[config.mk]
export PLATFORM = sky130hd
export DESIGN_NAME = wstage_commit
export DESIGN_NICKNAME = d
export VERILOG_FILES = /design/src/rtl/wstage_commit_pkg.sv /design/src/rtl/wstage_commit_wb_data_mux.sv /design/src/rtl/wstage_commit.sv
export SDC_FILE = /design/constraint.sdc
export NUM_CORES = 1
export LEC_CHECK = 0
export BUFFER_PORTS_ARGS = -buffer_cell sky130_fd_sc_hd__buf_2
export CAP_MARGIN = 5
export CORE_AREA = 3 3 168 170
export CTS_CLUSTER_DIAMETER = 80
export DETAILED_ROUTE_END_ITERATION = 8
export DIE_AREA = 0 0 171 173
export PLACE_DENSITY = 0.84
export SYNTH_ARGS = -nofsm -noshare
export SYNTH_HDL_FRONTEND = slang
export SYNTH_SLANG_ARGS = --single-unit
[constraint.sdc]
create_clock -name clk -period 4.35 [get_ports clk]
set_clock_uncertainty 0.1 [all_clocks]
set_input_delay 0.87 -clock clk [delete_from_list [all_inputs] [get_ports clk]]
set_output_delay 0.87 -clock clk [all_outputs]
set_load 0.01 [all_outputs]
[src/rtl/wstage_commit_pkg.sv]
// Shared encodings for the write-back commit stage: FSM states, rdregsrc codes,
// machine-mode CSR addresses and the latched W-bus record.
package wstage_commit_pkg;

  typedef enum logic [1:0] {
    ST_IDLE    = 2'd0,
    ST_WRITE   = 2'd1,
    ST_ECALL2  = 2'd2,
    ST_SEND_PC = 2'd3
  } state_e;

  localparam logic [2:0] RDSRC_NONE = 3'd0;
  localparam logic [2:0] RDSRC_ALU  = 3'd1;
  localparam logic [2:0] RDSRC_MEM  = 3'd2;
  localparam logic [2:0] RDSRC_SNPC = 3'd3;
  localparam logic [2:0] RDSRC_CSR  = 3'd4;
  localparam logic [2:0] RDSRC_CMP  = 3'd5;

  localparam logic [11:0] CSR_MEPC      = 12'h341;
  localparam logic [11:0] CSR_MCAUSE    = 12'h342;
  localparam logic [31:0] CAUSE_ECALL_M = 32'd11;

  typedef struct packed {
    logic [31:0] dnpc;
    logic [31:0] mdata;
    logic [31:0] alu_result;
    logic [31:0] snpc;
    logic [31:0] pc;
    logic [31:0] csr;
    logic [31:0] src2;
    logic [2:0]  rdregsrc;
    logic [11:0] csraddr;
    logic [4:0]  rd;
    logic        cmp_result;
    logic        ecall;
  } wbus_t;

  // Codes 0, 6 and 7 carry no GPR result; x0 is never written.
  function automatic logic rd_writes(input logic [2:0] src, input logic [4:0] rd);
    return (src >= RDSRC_ALU) && (src <= RDSRC_CMP) && (rd != 5'd0);
  endfunction

endpackage

[src/rtl/wstage_commit_wb_data_mux.sv]
// GPR write-data select for the commit stage, steered by the rdregsrc code.
module wb_data_mux
  import wstage_commit_pkg::*;
(
  input  logic [2:0]  rdregsrc_i,
  input  logic [31:0] alu_result_i,
  input  logic [31:0] mdata_i,
  input  logic [31:0] snpc_i,
  input  logic [31:0] csr_i,
  input  logic        cmp_result_i,
  output logic [31:0] wdata_o
);

  always_comb begin
    wdata_o = 32'd0;
    case (rdregsrc_i)
      RDSRC_ALU:  wdata_o = alu_result_i;
      RDSRC_MEM:  wdata_o = mdata_i;
      RDSRC_SNPC: wdata_o = snpc_i;
      RDSRC_CSR:  wdata_o = csr_i;
      RDSRC_CMP:  wdata_o = {31'd0, cmp_result_i};
      default:    wdata_o = 32'd0;
    endcase
  end

endmodule

[src/rtl/wstage_commit.sv]
// Commit stage: latches a retiring instruction, performs GPR/CSR writes
// (two CSR cycles for ecall), then hands the next PC to the fetch unit.
module wstage_commit
  import wstage_commit_pkg::*;
#(
  parameter bit SINGLE_CYCLE = 1'b0
) (
  input  logic        clk,
  input  logic        rst,
  input  logic [31:0] dnpcW,
  input  logic [31:0] mdataW,
  input  logic [31:0] ALU_resultW,
  input  logic [31:0] snpcW,
  input  logic [31:0] pcW,
  input  logic [31:0] csrW,
  input  logic [31:0] src2W,
  input  logic [2:0]  rdregsrcW,
  input  logic [11:0] csraddrW,
  input  logic [4:0]  rdW,
  input  logic        cmp_resultW,
  input  logic        ecallW,
  input  logic        s_valid,
  output logic        s_ready,
  output logic        rf_wen,
  output logic [4:0]  rf_waddr,
  output logic [31:0] rf_wdata,
  output logic        csr_wen,
  output logic [11:0] csr_waddr,
  output logic [31:0] csr_wdata,
  output logic [31:0] npc,
  output logic        npc_valid,
  input  logic        npc_ready,
  output logic [63:0] retired
);

  state_e      state_q, state_d;
  wbus_t       wb_q, wb_d;
  logic [63:0] retired_q, retired_d;
  logic        ecall_pend_q, ecall_pend_d;

  wbus_t in_s;
  wbus_t cur_s;
  logic  wr_phase_s;
  logic  ec2_phase_s;
  logic  send_s;

  assign in_s = '{dnpc: dnpcW, mdata: mdataW, alu_result: ALU_resultW, snpc: snpcW,
                  pc: pcW, csr: csrW, src2: src2W, rdregsrc: rdregsrcW,
                  csraddr: csraddrW, rd: rdW, cmp_result: cmp_resultW, ecall: ecallW};

  // Pass-through mode works straight off the W-bus; only the mcause cycle is remembered.
  assign cur_s       = SINGLE_CYCLE ? in_s : wb_q;
  assign s_ready     = !rst && (SINGLE_CYCLE ? !ecall_pend_q : (state_q == ST_IDLE));
  assign wr_phase_s  = SINGLE_CYCLE ? (s_valid && s_ready) : (state_q == ST_WRITE);
  assign ec2_phase_s = SINGLE_CYCLE ? ecall_pend_q : (state_q == ST_ECALL2);
  assign send_s      = SINGLE_CYCLE ? wr_phase_s : (state_q == ST_SEND_PC);

  wb_data_mux u_wb_data_mux (
    .rdregsrc_i   (cur_s.rdregsrc),
    .alu_result_i (cur_s.alu_result),
    .mdata_i      (cur_s.mdata),
    .snpc_i       (cur_s.snpc),
    .csr_i        (cur_s.csr),
    .cmp_result_i (cur_s.cmp_result),
    .wdata_o      (rf_wdata)
  );

  assign rf_waddr  = cur_s.rd;
  assign npc       = send_s ? cur_s.dnpc : 32'd0;
  assign npc_valid = !rst && send_s;
  assign retired   = retired_q;

  // Write-port strobes; reset masks them so an aborted instruction writes nothing.
  always_comb begin
    rf_wen    = 1'b0;
    csr_wen   = 1'b0;
    csr_waddr = 12'd0;
    csr_wdata = 32'd0;
    if (rst) begin
      rf_wen  = 1'b0;
      csr_wen = 1'b0;
    end else if (ec2_phase_s) begin
      csr_wen   = 1'b1;
      csr_waddr = CSR_MCAUSE;
      csr_wdata = CAUSE_ECALL_M;
    end else if (wr_phase_s) begin
      rf_wen = rd_writes(cur_s.rdregsrc, cur_s.rd);
      if (cur_s.ecall) begin
        csr_wen   = 1'b1;
        csr_waddr = CSR_MEPC;
        csr_wdata = cur_s.pc;
      end else if (cur_s.rdregsrc == RDSRC_CSR) begin
        csr_wen   = 1'b1;
        csr_waddr = cur_s.csraddr;
        csr_wdata = cur_s.alu_result;
      end else begin
        csr_wen = 1'b0;
      end
    end else begin
      rf_wen  = 1'b0;
      csr_wen = 1'b0;
    end
  end

  // Next-state, W-bus latch and retire counter.
  always_comb begin
    state_d      = state_q;
    wb_d         = wb_q;
    retired_d    = retired_q;
    ecall_pend_d = SINGLE_CYCLE && wr_phase_s && cur_s.ecall;
    if (npc_valid && npc_ready) begin
      retired_d = retired_q + 64'd1;
    end else begin
      retired_d = retired_q;
    end
    case (state_q)
      ST_IDLE: begin
        if (!SINGLE_CYCLE && s_valid) begin
          wb_d    = in_s;
          state_d = ST_WRITE;
        end else begin
          state_d = ST_IDLE;
        end
      end
      ST_WRITE:   state_d = wb_q.ecall ? ST_ECALL2 : ST_SEND_PC;
      ST_ECALL2:  state_d = ST_SEND_PC;
      ST_SEND_PC: state_d = npc_ready ? ST_IDLE : ST_SEND_PC;
      default:    state_d = ST_IDLE;
    endcase
  end

  // State registers with synchronous reset.
  always_ff @(posedge clk) begin
    if (rst) begin
      state_q      <= ST_IDLE;
      wb_q         <= '0;
      retired_q    <= 64'd0;
      ecall_pend_q <= 1'b0;
    end else begin
      state_q      <= state_d;
      wb_q         <= wb_d;
      retired_q    <= retired_d;
      ecall_pend_q <= ecall_pend_d;
    end
  end

endmodule

=== Word-level counts from Yosys, hierarchy flattened ===
Index checks and enable logic that the tools add are counted.

* Register bits after elaboration: 280
* Bits in latches: 0
* Bits in writable memories: 0
* Memory bits (read-only): 0
* Input port bits: 250
* Output and inout port bits: 181
* Word-level logic and storage cells: 57
* Memories: 0

* Add/subtract/negate cells: 1
* Multiply operators: 0
* Div/mod/pow operators: 0
* $lt $le $gt $ge: 2
* Eq/ne operators: 8
* Shift operators: 0
* Muxes and demuxes: 24
* Bitwise logic cells: 0
* Reductions and logical operators: 9

{| class="wikitable"
|+ Operators by type and width
! operator !! count
|-
| 32-bit two-way mux || 6
|-
| 32-bit one-hot mux with 5 select lines || 1
|-
| 64-bit by 1-bit adder with 64-bit output, second input constant || 1
|-
| 12-bit two-way mux || 5
|-
| 1-bit two-way mux || 10
|-
| 2-bit one-hot mux with 4 select lines || 1
|-
| 3-bit by 2-bit == test with 1-bit output, second input constant || 2
|-
| 3-bit == test, second input constant || 2
|-
| 1-bit logical AND || 5
|-
| 5-bit nonzero test || 1
|-
| 2-bit == test, second input constant || 2
|-
| 3-bit by 1-bit == test with 1-bit output, second input constant || 1
|-
| 3-bit by 1-bit greater-or-equal comparator with 1-bit output, second input constant || 1
|-
| 3-bit <= comparator, second input constant || 1
|-
| 2-bit by 1-bit == test with 1-bit output, second input constant || 1
|-
| 2-bit logical NOT || 1
|-
| 2-bit two-way mux || 1
|-
| 2-bit AND reduction || 1
|-
| 1-bit logical NOT || 1
|}

=== Logic depth before layout (Yosys ltp) ===
Gate-level depths: netlist of run 1.

* Depth after elaboration: 6
* Mapped depth: 7
* Depth with buffers taken out: 6

=== Cells and area by module ===
Synthesis of run 1 repeated with hierarchy kept, for this count alone.

* Cells, all modules: 1,566
* Area total of the unflattened synthesis: 12,341.8 sq um

{| class="wikitable"
|+ By module, submodules not included
! module !! instances !! cells an instance !! area an instance (sq um) !! sequential area each (sq um)
|-
| wstage_commit || 1 || 1,446 || 11,263.3 || 5,605.4
|-
| wb_data_mux || 1 || 120 || 1,078.5 || 0.0
|}

=== Worst setup path after synthesis of run 1 ===
OpenSTA, ideal clock, no wires.

* Kind: in2out
* Start: input port rst
* End: output port csr_waddr[0]
* Data arrival time: 2,227 ps
* Data required time: 3,380 ps
* Slack: 1,153 ps
* Stages on the path: 7
* Buffers on the path: 4
* Cells stage by stage: clkbuf_1 > or3_1 > clkbuf_1 > o21bai_1 > clkbuf_1 > clkbuf_1 > nor2_1

* Word-level cells in the longest chain between the ends: 1

{| class="wikitable"
|+ RTL lines
! element !! RTL line !! source
|-
| start: declaration || wstage_commit.sv:9 || <nowiki>input logic rst,</nowiki>
|-
| 12-bit two-way mux || wstage_commit.sv:79 || <nowiki>if (rst) begin</nowiki>
|-
| end: declaration || wstage_commit.sv:28 || <nowiki>output logic [11:0] csr_waddr,</nowiki>
|}

Every way passes these cells.

=== Worst setup path in the final report of run 1 ===
* Start: input port rst
* End: output port csr_wdata[26]

* Word-level cells in the longest chain between the ends: 1

{| class="wikitable"
|+ RTL lines
! element !! RTL line !! source
|-
| 32-bit two-way mux || wstage_commit.sv:79 ||
|-
| end: declaration || wstage_commit.sv:29 || <nowiki>output logic [31:0] csr_wdata,</nowiki>
|}

Every way passes these cells.

==> metrics.txt, run 1 <==
ys async rst share 0%; most numerous cell in the Yosys netlist nand2_1; largest net degree at the start of global routing 128; Tot GR Track Use between 20 and 25%; Iter 0 DRT Violations 1020; setup violators final 0; Required @ worst endpoint between 3000 and 4000 ps; TritonCTS Buffers 30; R2R Path Start retired[11]; port buffer count 398; Chip Height 173 µm; worst skew pair latency 540 ps; cell area after layout 0.01531 mm²; Post-synth EDFFs 0; delay-heaviest family, CP simple AND/OR/NAND/NOR gates; Least-Margin Pin Slew 1157 ps; DRT Wirelength between 30000 and 40000 µm; CTS Hold Bufs 0; post-synthesis sequential area ratio ~46%; antenna violation net count after detailed routing 0; crit start category input pin; antenna violations before repair 6; pwr/cell area 395.8 mW/mm²; Avg WL per Cell 16.88 µm; DRC Markers 0; I/O pin total 431; final hold violation count 0; crit path buf inv count 3; RSZ-0062 raised after global routing false; Post-synth top cells nand2_1, dfxtp_1, a21oi_1; min cycle time layout 3675 ps; Min-Delay Path Class flop to flop; count of cell types in the netlist 43; leakage 0.006652 µW; CTS tree yes; number of global-route vias before repair 11895; Synthesized Nets ~1800; postcts setup bufs 0; gpl congestion 0.9207; slowest library cell on the worst path or3_1; Yosys reg bits 280; r2r setup slk 1360 ps; Sum Neg Setup Slack 0 ps; CP Capture Type output pin; Synth top area share 46.48%; Fmax about 270 MHz; # fillers 2382; crit path max fanout 47; clk buf depth 3; Post-Syn Area 0.01206 mm²; hold path start cur_s[217]; MaxCap Viol Count 0; routed via count 12402; Final Cycle Share 84.47%; layout cell share with drive strength beyond 1 between 20% and 30%; Root Buffer clkbuf_16; dpl cell area 0.01426 mm²; crit-path cells clkbuf_8 -> or3_1 -> o21bai_2 -> buf_4 -> nor2_1 -> buf_2; total grt overflow 0; Slew Limit Fails 0; CTS-repair resized insts 0; die area around 0.030 mm²; VDD IR max 0.2845 mV; status finished clean; Synth Flop Type dfxtp_1; Setup WS post-layout 675.5 ps; Crit path largest cell delay 650 ps; final core occ between 50% and 60%; Reg area 0.005607 mm²; first-pass GRT wire length ~60000 µm; Synth Warn # 0; hpwl dp 26610 µm; Worst R2R Path Depth 5; Rel. slew slack 22.84%; Synth area leaders dfxtp_1, nand2_1, a21oi_1, a22oi_1, clkbuf_1; total iterations of the first detailed-routing run 6; Sink Count 280; nets@finish 2168; Post-Synthesis Cells 1584; average cell area after synthesis 7.613 µm²; Pwr Total ~6000 µW; Via-to-Cell Ratio 5.442; hold path cells 2; H-tree depth 1; register clock-pin slew on the reported worst setup and hold paths 60 ps; area occupied by multi-input gates 0.005986 mm²; total core area roughly 0.027 mm²; pre-CTS WS 690.4 ps; die width 171 µm; Setup Crit Path Kind input pin to output pin; leading area contributor after synthesis dfxtp_1; RR Endpoint retired[58]; Worst EP arrival 2700 ps; Rows 60; synth-to-layout area growth 27.00%; Hold Path End cur_s[217]; Initial Utilization 44.87%
## worst max path at each step
| stage | start | to | slack (ps) | depth (start not counted) |
|---|---|---|---|---|
| 2_1_floorplan | rst | csr_waddr[0] | 1150 | 7 |
| 3_3_place_gp | rst | csr_wdata[1] | 720 | 6 |
| 3_5_place_dp | rst | csr_wdata[0] | 690 | 6 |
| 4_1_cts | cur_s[19] | rf_wdata[20] | 660 | 5 |
| 5_1_grt | cur_s[19] | rf_wdata[20] | 550 | 5 |
| 6_report | rst | csr_wdata[26] | 680 | 6 |
## per-layer routing
layer  global-route usage, %  vias up  wire [µm]
met5                       0        -         39
met4                   8.350        6       1259
met3                   5.418       88       3383
met2                   41.87      572      18370
met1                   30.27     5733      15410
li1                        -     6003          -
## cell type report
type | instances | share of cell area (%)
Clock inverter | 6 | 0.8497
Tap cell | 341 | 2.786
Inverter | 9 | 0.2206
Clock buffer | 45 | 5.997
Multi-Input combinational cell | 1177 | 39.08
Antenna cell | 2 | 0.03268
Sequential cell | 280 | 36.61
Timing Repair Buffer | 419 | 14.42
## stage by stage
stage	cells	hold WS, ps
after floorplan	1584	331.7
after global routing	2278	362.0
after global placement	2226	338.5
after detailed placement	2226	342.2
after CTS	2277	350.3
final	2279	350.5
## power breakdown
part           switching, µW  internal [µW]
registers               80.5           2700
logic                    392            226
clock network            994           1670
## registers in the layout, indices dropped and copies added, names as in the netlist
| signal | count |
|---|---|
| cur_s | 209 |
| retired | 64 |
| rf_waddr | 5 |
| state_q | 2 |
## tightest hold or removal path, stage by stage, from the launching register on
cell and delay (ps):
dfxtp_1 300, nand2_1 50, a21oi_1 50
## logic make-up after synthesis
kind of cell | after synthesis | share of synthesized area (%)
and+or+nand+nor | 763 | 28.42
AOI/OAI and AO/OA | 349 | 15.94
DFF | 280 | 46.48
buffers and inverters | 127 | 4.119
xor gates and xnor gates | 36 | 2.615
muxes | 28 | 2.324
adders and majority gates | 1 | 0.1037
## placed cells by master, fill, tap and decap left out, types with 10 or more instances in the layout
cell	n
buf_4	17
o21ai_0	22
nor2_1	92
and3_1	43
dfxtp_1	279
a22oi_1	63
mux2i_1	28
xor2_1	27
nand4_1	28
nand3_1	25
a21oi_1	254
or3_1	21
clkbuf_8	10
buf_2	397
nor3_1	11
nand2_1	495
clkbuf_16	31
No activity file was read; power rests on OpenSTA's default activity.
==> run 2: changes to the inputs <==
- CORE_AREA: 3 3 168 170 -> 3 3 164 166
- DIE_AREA: 0 0 171 173 -> 0 0 167 169
- PLACE_DENSITY: 0.84 -> 0.87
- clock period: 4.35 -> 3.7 ns (I/O delays scaled with it)
==> run 2 against run 1 <==
Compared with the run above: clock-buffer cell count fell by 4; final cell count about the same; non-clock buffer count grew 6; combinational power increased by 21%; clock power increased by 16%; sequential share of layout area fell by 0.075 points; register-to-register slack worse by 330 ps; hold slack got worse by 16 ps; die area decreased by 4.6%; critical endpoint is now csr_waddr[1]; critical path depth up 1.
==> metrics.txt, run 2 (synthesis results as in run 1) <==
status finished clean; slowest library cell on the worst path buf_4; DRC Markers 0; synth-to-layout area growth 27.26%; layout cell share with drive strength beyond 1 25.39%; Via-to-Cell Ratio 5.505; crit path max fanout 37; Rel. slew slack 43.77%; clk buf depth 3; total core area roughly 0.026 mm²; antenna violations before repair 11; Worst EP arrival around 2600 ps; Crit path largest cell delay 480 ps; max reg flops 209; crit start category flop; final core occ around three fifths; Chip Height 169 µm; CP Capture Type output pin; Sum Neg Setup Slack 0 ps; total grt overflow 0; min cycle time layout 3475 ps; number of global-route vias before repair around 12000; worst skew pair latency between 500 and 600 ps; Least-Margin Pin Slew 842.9 ps; delay-heaviest family, CP buffers and inverters; Iter 0 DRT Violations between 1000 and 1500; Tot GR Track Use 26.02%; pwr/cell area 462.9 mW/mm²; crit-path cells nor3b_2 -> buf_4 -> nor3b_1 -> buf_4 -> nand2_1 -> nand2_1 -> buf_2; # fillers 2195; antenna violation net count after detailed routing 0; largest net degree at the start of global routing 80; routed via count around 13000; placed instance count 2226; Sink Count 280; Final Cycle Share 93.92%; die area 0.02822 mm²; Rows 59; H-tree depth 1; CTS tree yes; crit path buf inv count 3; hpwl dp 26820 µm; Root Buffer clkbuf_16; gpl congestion 0.8987; CTS-repair resized insts 0; total iterations of the first detailed-routing run 6; Fmax roughly 290 MHz; MaxCap Viol Count 0; port buffer count 398; Avg WL per Cell 17.19 µm; setup violators final 0; die width 167 µm; register clock-pin slew on the reported worst setup and hold paths 60 ps; leakage 0.006667 µW; Required @ worst endpoint 2860 ps; TritonCTS Buffers 29; final hold violation count 0; Non-Filler Instances 2281; CTS Hold Bufs 0; commonest non-fill, non-tap cell in the layout nand2_1; I/O pin total 431; DRT Wirelength 39210 µm; RSZ-0062 raised after global routing false; nets@finish 2173; Slew Limit Fails 0; Setup Crit Path Kind flop to output pin; Min-Delay Path Class input pin to flop; Initial Utilization 46.81%; postcts setup bufs 0; first-pass GRT wire length 61130 µm; VDD IR max a little under 0.4 mV; most frequent cells in the layout nand2_1, buf_2, dfxtp_1, a21oi_1, nor2_1
-- run 2: cell types whose count changed in the layout (fill, tap and decap cells not counted), moves of 2 or more --
cell / delta
buf_12: +2
buf_4: +4
clkbuf_16: -2
clkbuf_8: -3
diode_2: +2
-- run 2: report_power, final --
group | internal [µW] | switching [µW]
sequential | 3170 | 90.6
combinational | 275 | 471
clock | 1900 | 1200
total | 5340 | 1760
-- run 2: worst min-delay path, delay by kind of cell --
family                 cells  cell delay, ps
buffers and inverters      1              90
and+or+nand+nor            1              50
AOI/OAI and AO/OA          1              50
-- run 2: path summary, 6_finish.rpt --
| check | from | to | slack (ps) | cells past startpoint |
|---|---|---|---|---|
| worst min register to register | cur_s[216] | cur_s[216] | 350 | 2 |
| worst max register to register | state_q[0] | retired[58] | 1030 | 6 |
| worst max-delay path | cur_s[21] | csr_waddr[1] | 230 | 7 |
| worst min-delay path | ALU_resultW[18] | cur_s[168] | 330 | 3 |
-- run 2: final cells by class --
| type | count | area (µm²) | share of cell area, % |
|---|---|---|---|
| diodes | 4 | 10.01 | 0.06523 |
| clock buffers | 41 | 830.8 | 5.414 |
| clock inverters | 10 | 181.4 | 1.182 |
| inverters | 9 | 33.78 | 0.2201 |
| multi-input cells | 1177 | 5986 | 39.01 |
| flip-flops and latches | 280 | 5607 | 36.53 |
| well taps | 335 | 419.2 | 2.731 |
| repair buffers | 425 | 2278 | 14.85 |
-- run 2: stage by stage --
stage          cell area, µm²  setup slack, ps  hold WS [ps]  power [µW]
3_5_place_dp            14320            567.0         344.2        4067
6_report                15350            225.1         334.5        7103
2_1_floorplan           12060            763.4         331.7        3743
5_1_grt                 15340            98.76         312.1        7371
3_3_place_gp            14320            603.3         337.1        4042
4_1_cts                 15340            220.8         313.6        7150
-- run 2: layer usage --
| metal | up-vias | wire (µm) | track usage (%) |
|---|---|---|---|
| met1 | 5809 | 15430 | 31.37 |
| met5 | - | 72 | 0 |
| li1 | 6020 | - | - |
| met2 | 607 | 18800 | 45.36 |
| met4 | 12 | 1204 | 8.608 |
| met3 | 109 | 3706 | 6.773 |
==> run 3: changes to the inputs <==
- CORE_AREA: 3 3 164 166 -> 3 3 166 168
- DIE_AREA: 0 0 167 169 -> 0 0 169 171
- PLACE_DENSITY: 0.87 -> 0.86
- SYNTH_HIERARCHICAL: default -> 1
==> run 3 against run 2 <==
Compared with the run above: clock power down 4%; final cell count down 1.1%; highest routed layer unchanged; maximum frequency up 2.8%; register-to-register slack worse by 150 ps; die area up 2.4%; via count down 1.6%; global-route usage up 0.56 points; largest cell class unchanged.
==> metrics.txt, run 3 <==
Synth Warn # 6; slowest library cell on the worst path dfxtp_2; Yosys reg bits 280; antenna violations before repair 6; delay-heaviest family, CP buffers and inverters; crit start category flop; Worst R2R Path Depth 7; Worst EP arrival around 2500 ps; dpl cell area 0.01446 mm²; postcts setup bufs 0; most numerous cell in the Yosys netlist nand2_1; Post-Syn Area 0.01234 mm²; Post-synth EDFFs 0; register clock-pin slew on the reported worst setup and hold paths 60 ps; Initial Utilization roughly 47%; synth-to-layout area growth 25.27%; number of global-route vias before repair 11831; RR Endpoint retired[60]; CTS-repair resized insts 0; first-pass GRT wire length 62450 µm; status finished clean; total iterations of the first detailed-routing run 5; Chip Height roughly 170 µm; total core area 0.02606 mm²; most frequent cells in the layout nand2_1, buf_2, dfxtp_1, a21oi_1, nor2_1; total grt overflow 0; Rows 59; CTS tree yes; crit path max fanout 26; Slew Limit Fails 0; cell area after layout 0.01546 mm²; max reg flops 209; commonest non-fill, non-tap cell in the layout nand2_1; antenna violation net count after detailed routing 0; Avg WL per Cell ~18 µm; VDD IR max 0.3093 mV; Root Buffer clkbuf_16; hold path cells 3; die area 0.02890 mm²; min cycle time layout 3380 ps; CTS Hold Bufs 0; r2r setup slk 880 ps; Min-Delay Path Class input pin to flop; Post-synth top cells nand2_1, dfxtp_1, a21oi_1; setup violators final 0; Fmax 295.9 MHz; R2R Path Start state_q[1]; Post-Synthesis Cells 1566; Final Cycle Share 91.35%; RSZ-0062 raised after global routing false; Synth top area share 45.42%; ys async rst share 0%; layout cell share with drive strength beyond 1 26.85%; port buffer count 398; Synth area leaders dfxtp_1, nand2_1, a21oi_1, mux2i_1, clkbuf_1; MaxCap Viol Count 0; TritonCTS Buffers 30; post-synthesis sequential area ratio 45.42%; worst skew pair latency 540 ps; Least-Margin Pin Slew about 1100 ps; I/O pin total 431; average cell area after synthesis 7.881 µm²; Tot GR Track Use 26.57%; largest net degree at the start of global routing 124; Synthesized Nets 1817; hpwl dp 28680 µm; clk buf depth 3; leakage ~0.0065 µW; Crit path largest cell delay 590 ps; Worst Setup SP cur_s[20]; crit-path cells buf_4 -> mux2i_1 -> o22ai_1 -> buf_2; Synth Flop Type dfxtp_1; die width 169 µm; count of cell types in the netlist 48; Iter 0 DRT Violations just under 1000; Pwr Total approximately 7100 µW; Required @ worst endpoint ~2900 ps; pwr/cell area 456.0 mW/mm²; hold path start rdW[2]; Sum Neg Setup Slack 0 ps; Setup Crit Path Kind flop to output pin; DRT Wirelength between 40000 and 50000 µm; final hold violation count 0; crit path buf inv count 2; leading area contributor after synthesis dfxtp_1; routed via count 12360; Hold Path End rf_waddr[2]; Rel. slew slack 25.14%; nets@finish roughly 2100; hold_ws 330.4 ps; gpl congestion between 0.9 and 1; H-tree depth 1; Via-to-Cell Ratio approximately 5.5; CP Capture Type output pin; Sink Count 280; DRC Markers 0
[run 3: worst max path at each step]
stage | slack, ps | depth (start not counted) | endpoint
floorplan | 670 | 7 | csr_waddr[0]
global placement | 560 | 6 | csr_wdata[0]
detailed placement | 490 | 8 | retired[60]
CTS | 310 | 4 | rf_wdata[15]
global route | 220 | 4 | rf_wdata[14]
finish | 320 | 4 | rf_wdata[15]
[run 3: logic make-up after synthesis]
logic type,Yosys count,synth area share (%)
AOI/OAI and AO/OA,344,16.39
xor gates and xnor gates,36,2.555
adders and majority gates,1,0.1014
buffers and inverters,138,4.937
DFF,280,45.42
muxes,62,5.039
and+or+nand+nor,705,25.56
[run 3: power by group]
part	switching, µW	internal (µW)	leakage [µW]
Combinational	505	290	0.00368
Clock	1190	1800	0.000487
Sequential	101	3170	0.00228
Total	1800	5260	0.00645
[run 3: per-stage QoR]
stage	worst slack [ps]	utilization, %	cells
6_report	320.2	59.33	2256
5_1_grt	219.2	59.33	2256
4_1_cts	311.9	59.30	2253
3_5_place_dp	489.0	55.49	2199
3_3_place_gp	559.9	55.49	2199
2_1_floorplan	665.9	-	1566
[run 3: layout make-up]
class	instances	area [µm²]
fillers	2276	10600
multi-input cells	1148	6145
flip-flops and latches	280	5608
repair buffers	423	2238
clock buffers	50	947.2
well taps	335	419.2
inverters	13	48.80
clock inverters	4	47.55
diodes	3	7.507
[run 3: worst reg2reg max path: stages, from the launching register on]
cell and delay [ps]:
dfxtp_1 330, buf_4 330, nand4_2 260, nor4_4 250, buf_4 290, nand4_1 450, or4_1 570, a21oi_1 150
[run 3: metal layers]
layer | up-vias | global-route usage (%) | part of all wire (%)
met3 | 81 | 5.684 | 8.4
li1 | 5978 | - | -
met1 | 5775 | 31.18 | 38
met5 | - | 0 | 0.093
met2 | 520 | 47.47 | 50
met4 | 6 | 10.62 | 3.8
